[config.mk]
export PLATFORM = sky130hd
export DESIGN_NAME = id_exe_pipe_reg
export DESIGN_NICKNAME = d
export VERILOG_FILES = /design/src/rtl/id_exe_pipe_reg.sv
export SDC_FILE = /design/constraint.sdc
export NUM_CORES = 1
export LEC_CHECK = 0
export ABC_CLOCK_PERIOD_IN_PS = 5900
export CORE_ASPECT_RATIO = 0.75
export CORE_MARGIN = 2
export CORE_UTILIZATION = 40
export DETAILED_ROUTE_END_ITERATION = 7
export PLACE_DENSITY = 0.86
export SLEW_MARGIN = 25
export SYNTH_ARGS = -nofsm -noshare
export SYNTH_HDL_FRONTEND = slang
export SYNTH_SLANG_ARGS = --single-unit
[constraint.sdc]
create_clock -name clk -period 5.9 [get_ports clk]
set_input_delay 0.885 -clock clk [delete_from_list [all_inputs] [get_ports clk]]
set_output_delay 0.885 -clock clk [all_outputs]
set_load 0.05 [all_outputs]
[src/rtl/id_exe_pipe_reg.sv]
// ID/EX pipeline register with stall hold, deferred flush under stall and bubble insertion.
// Optional performance counters are enabled by defining ID_EXE_PERF_CNT_EN.
module id_exe_pipe_reg #(
    parameter int unsigned DATA_W = 32,
    parameter int unsigned CNT_W  = 16
) (
    input  logic              clk,
    input  logic              rst,
    input  logic              flush,
    input  logic              stall,
    input  logic              id_valid,
    input  logic [DATA_W-1:0] id_pc,
    input  logic [DATA_W-1:0] id_rs1_data,
    input  logic [DATA_W-1:0] id_rs2_data,
    input  logic [DATA_W-1:0] id_imm,
    input  logic [4:0]        id_rd_addr,
    input  logic [3:0]        id_alu_op,
    input  logic [7:0]        id_ctrl,
    output logic [DATA_W-1:0] ex_pc,
    output logic [DATA_W-1:0] ex_rs1_data,
    output logic [DATA_W-1:0] ex_rs2_data,
    output logic [DATA_W-1:0] ex_imm,
    output logic [4:0]        ex_rd_addr,
    output logic [3:0]        ex_alu_op,
    output logic [7:0]        ex_ctrl,
    output logic              ex_valid,
    output logic              flush_pend,
    output logic [CNT_W-1:0]  flush_cnt,
    output logic [CNT_W-1:0]  stall_cnt
);

    typedef enum logic [1:0] {
        EMPTY = 2'd0,
        FULL  = 2'd1,
        PEND  = 2'd2
    } state_t;

    state_t state;
    state_t state_nxt;
    logic   bubble;
    logic   load;

    always_ff @(posedge clk or posedge rst) begin
        if (rst) begin
            state <= EMPTY;
        end else begin
            state <= state_nxt;
        end
    end

    always_comb begin
        state_nxt = state;
        if (stall) begin
            if (flush) begin
                state_nxt = PEND;
            end
        end else if (state == PEND || flush) begin
            state_nxt = EMPTY;
        end else begin
            state_nxt = id_valid ? FULL : EMPTY;
        end
    end

    // A recorded flush takes effect on the first non-stalled edge, ahead of any load.
    always_comb begin
        bubble = 1'b0;
        load   = 1'b0;
        if (!stall) begin
            bubble = (state == PEND) || flush;
            load   = !bubble;
        end
    end

    assign flush_pend = (state == PEND);

    always_ff @(posedge clk or posedge rst) begin
        if (rst) begin
            ex_pc       <= '0;
            ex_rs1_data <= '0;
            ex_rs2_data <= '0;
            ex_imm      <= '0;
            ex_rd_addr  <= '0;
            ex_alu_op   <= '0;
            ex_ctrl     <= '0;
            ex_valid    <= 1'b0;
        end else if (bubble) begin
            ex_rd_addr <= '0;
            ex_alu_op  <= '0;
            ex_ctrl    <= '0;
            ex_valid   <= 1'b0;
        end else if (load) begin
            ex_pc       <= id_pc;
            ex_rs1_data <= id_rs1_data;
            ex_rs2_data <= id_rs2_data;
            ex_imm      <= id_imm;
            ex_rd_addr  <= id_rd_addr;
            ex_alu_op   <= id_alu_op;
            ex_ctrl     <= id_valid ? id_ctrl : '0;
            ex_valid    <= id_valid;
        end
    end

`ifdef ID_EXE_PERF_CNT_EN
    always_ff @(posedge clk or posedge rst) begin
        if (rst) begin
            flush_cnt <= '0;
            stall_cnt <= '0;
        end else begin
            if (bubble && flush_cnt != '1) begin
                flush_cnt <= flush_cnt + CNT_W'(1);
            end
            if (stall && stall_cnt != '1) begin
                stall_cnt <= stall_cnt + CNT_W'(1);
            end
        end
    end
`else
    assign flush_cnt = '0;
    assign stall_cnt = '0;
`endif

endmodule

==> flow_summary.ini <==
[clock_network]
post-cts-setup-buffers = 0
cts-root-to-sink-buffers = 2
clkSlewWorstSetupHoldPaths_ns = 0.06
insertion_delay_ns = 0.40
post_cts_resized = 0
cts_htree_levels = 4
clock_tree_from_tritoncts = yes
cts-buffers-inserted = 17
clockRootBuffer = sky130_fd_sc_hd__clkbuf_16
cts_num_sinks = 148
cts.hold.buffers_added = 0

[critical_path]
crit_path_cell_chain = clkdlybuf4s50_1, nor3_4, buf_4, buf_16, mux2_4
rr_worst_depth = 5
r2r-end = ex_pc[16]
first_element_of_the_critical_path = stall
worst_setup_endpoint = ex_pc[16]
critical_path_s_largest_stage_delay_ns = 0.86
crit_arrival_ns = 3.30
timing.critical_path.to_type = flop
cp.required_ns = 6.19
critical_path_peak_fanout = 39
cell_with_the_largest_stage_delay_on_the_worst_path = sky130_fd_sc_hd__clkdlybuf4s50_1
setup.worst_path.start_class = input port
path_class = in -> reg
ff2ff_setup_slack_ns = 3.94
timing.rr.start = state[1]

[floorplanning]
die-width_um = 150
die_height_um = 113
start_util_pct = 41.3
design.die.area_sq_mm = 0.0170
core_area_sq_mm = 0.0154
floorplan.rows = 39
ios = 329

[yosys]
synthCells = 354
post_synth_xor_area_fraction_pct = 0
ys_seq_elements = 148
main_combinational_cell_family_by_area_after_synthesis = multiplexers
synth_warnings = 0
muxShareOfSynthArea_pct = 29.8
syn-cell-area_sq_mm = 0.00637
post_synth_fa_ha_maj_area_fraction_pct = 0
synth_seq_area_share_pct = 58.1
synth_simple_gate_area_share_pct = 0.726
synth_compound_area_share_pct = 2.75
syn_avg_cell_area_sq_um = 18.0
synth_cell_type_count = 17

[finish]
final_net_count = 803
fraction_of_final_layout_cells_with_drive_strength_greater_than_1_pct = 24.5
num_antenna_cells = 0
layout_commonest_cell = sky130_fd_sc_hd__clkdlybuf4s50_1
most-common-layout-cells = sky130_fd_sc_hd__clkdlybuf4s50_1, sky130_fd_sc_hd__dfrtp_1, sky130_fd_sc_hd__mux2_4, sky130_fd_sc_hd__conb_1, sky130_fd_sc_hd__clkbuf_16
area_growth_syn_to_layout_pct = 52.9
fill_cells = 1126

[route]
routed_wl_mm = 15.8
drt-vias-per-instance = 4.50
detailroute.via_count = 3911
drc_violation_count_after_routing = 0
drtIter0Drc = 158
wl_per_cell_um = 18.2
ant_nets = 0
firstDrtPassIters = 5

[power_and_ir_drop]
total_leakage_power_nw = 4.30
pd_cells_mw_per_mm2 = 387
maximum_resistive_drop_on_vdd_uv = 238
total_power_mw = 3.77

[placed_design]
place.gp.congestion = 0.788
detailed_place_hpwl_mm = 11.5
io_buffer_count = 296

[global_route]
track_usage_pct = 18.7
pin_count_of_the_biggest_net_entering_global_routing = 104
number_of_antenna_violations_at_the_first_check_in_global_routing = 0
global_route_wire_length_before_repair_mm = 24.0
grt_residual_overflow = 0
number_of_global_route_vias_before_repair = 4267

[sta]
fmaxAchievable_ghz = 0.332
worstMarginPinSlew_ns = 0.879
final-max-slew-violation-count = 0
worst_slew_margin_rel_pct = 41.2
unrepaired_setup_endpoints_after_global_routing = false
finalCriticalPeriod_ns = 3.01
finalSetupTns_ns = 0
final-setup-viol-count = 0
layout_worst_path_cycle_share_pct = 51.0
finalHoldViolCount = 0
skew_ns = 0.00472

[run]
cap_viol_max_count = 0

[outcome]
run_status = completed

[hold_path]
hold_class = reg -> reg
-- area by class of cell --
type	count	area, sq um	area share, %
clock buffer	20	447	4.58
timing repair buffer	300	3030	31.0
multi-input combinational	185	2240	23.0
inverter	1	11.3	0.116
tap	205	256	2.63
clock inverter	10	62.6	0.642
sequential	148	3700	38.0
-- critical path: cells and delay by family --
family / cells / cell delay, ns
simple gates: 1 / 0.41
mux: 1 / 0.34
buf+inv: 3 / 1.61
-- metal layers --
layer	global-route usage (%)	share of wire (%)
met1	22.8	40
met2	31.3	50
met3	5.93	7.8
met4	6.67	1.6
met5	0	0
-- metrics by stage --
stage	utilization (%)	area, sq um	cells	hold WS [ns]	setup slack, ns
2_1_floorplan	-	6490	385	0.474	1.04
3_3_place_gp	59.7	9210	838	0.471	2.34
3_5_place_dp	59.7	9210	838	0.481	2.24
4_1_cts	63.0	9720	868	0.494	2.69
5_1_grt	63.2	9750	869	0.515	2.73
6_report	63.2	9750	869	0.489	2.89
-- power breakdown --
group	switching, mW	internal (mW)
clock	0.396	0.539
sequential	0.112	1.20
combinational	0.905	0.623
total	1.41	2.36
-- registers in the layout, summed over array words and instances, names as in the netlist --
register	count
ex_imm	32
ex_pc	32
ex_rs1_data	32
ex_rs2_data	32
ex_ctrl	8
ex_rd_addr	5
ex_alu_op	4
state	2
ex_valid	1
-- cell usage after synthesis --
cell type | number | area share (%)
sky130_fd_sc_hd__a32o_1 | 8 | 1.3
sky130_fd_sc_hd__mux2_2 | 6 | 1.1
sky130_fd_sc_hd__clkbuf_1 | 2 | 0.12
sky130_fd_sc_hd__a22o_1 | 10 | 1.4
sky130_fd_sc_hd__nor2b_4 | 1 | 0.22
sky130_fd_sc_hd__nor3_1 | 1 | 0.078
sky130_fd_sc_hd__conb_1 | 1 | 0.059
sky130_fd_sc_hd__nor3_4 | 1 | 0.26
sky130_fd_sc_hd__nor2_1 | 3 | 0.18
sky130_fd_sc_hd__dfrtp_1 | 148 | 58
sky130_fd_sc_hd__mux2_4 | 122 | 29
sky130_fd_sc_hd__buf_12 | 13 | 4.1
sky130_fd_sc_hd__buf_4 | 33 | 3.9
sky130_fd_sc_hd__buf_1 | 1 | 0.059
sky130_fd_sc_hd__buf_6 | 2 | 0.35
sky130_fd_sc_hd__o21a_1 | 1 | 0.12
sky130_fd_sc_hd__inv_1 | 1 | 0.059
-- worst min-delay path by stage --
stage / start / slack [ns] / end / cells after the start
6_report: ex_ctrl[2] / 0.49 / ex_ctrl[2] / 1
5_1_grt: ex_ctrl[3] / 0.51 / ex_ctrl[3] / 1
4_1_cts: ex_ctrl[2] / 0.49 / ex_ctrl[2] / 1
3_5_place_dp: ex_ctrl[2] / 0.48 / ex_ctrl[2] / 1
3_3_place_gp: ex_ctrl[1] / 0.47 / ex_ctrl[1] / 1
2_1_floorplan: state[1] / 0.47 / state[1] / 1
-- kinds of logic after synthesis --
group	Yosys count
other cells	1
mux	128
simple gates	6
compound gates	19
buf+inv	52
flops	148
No activity file was read; power rests on OpenSTA's default activity.
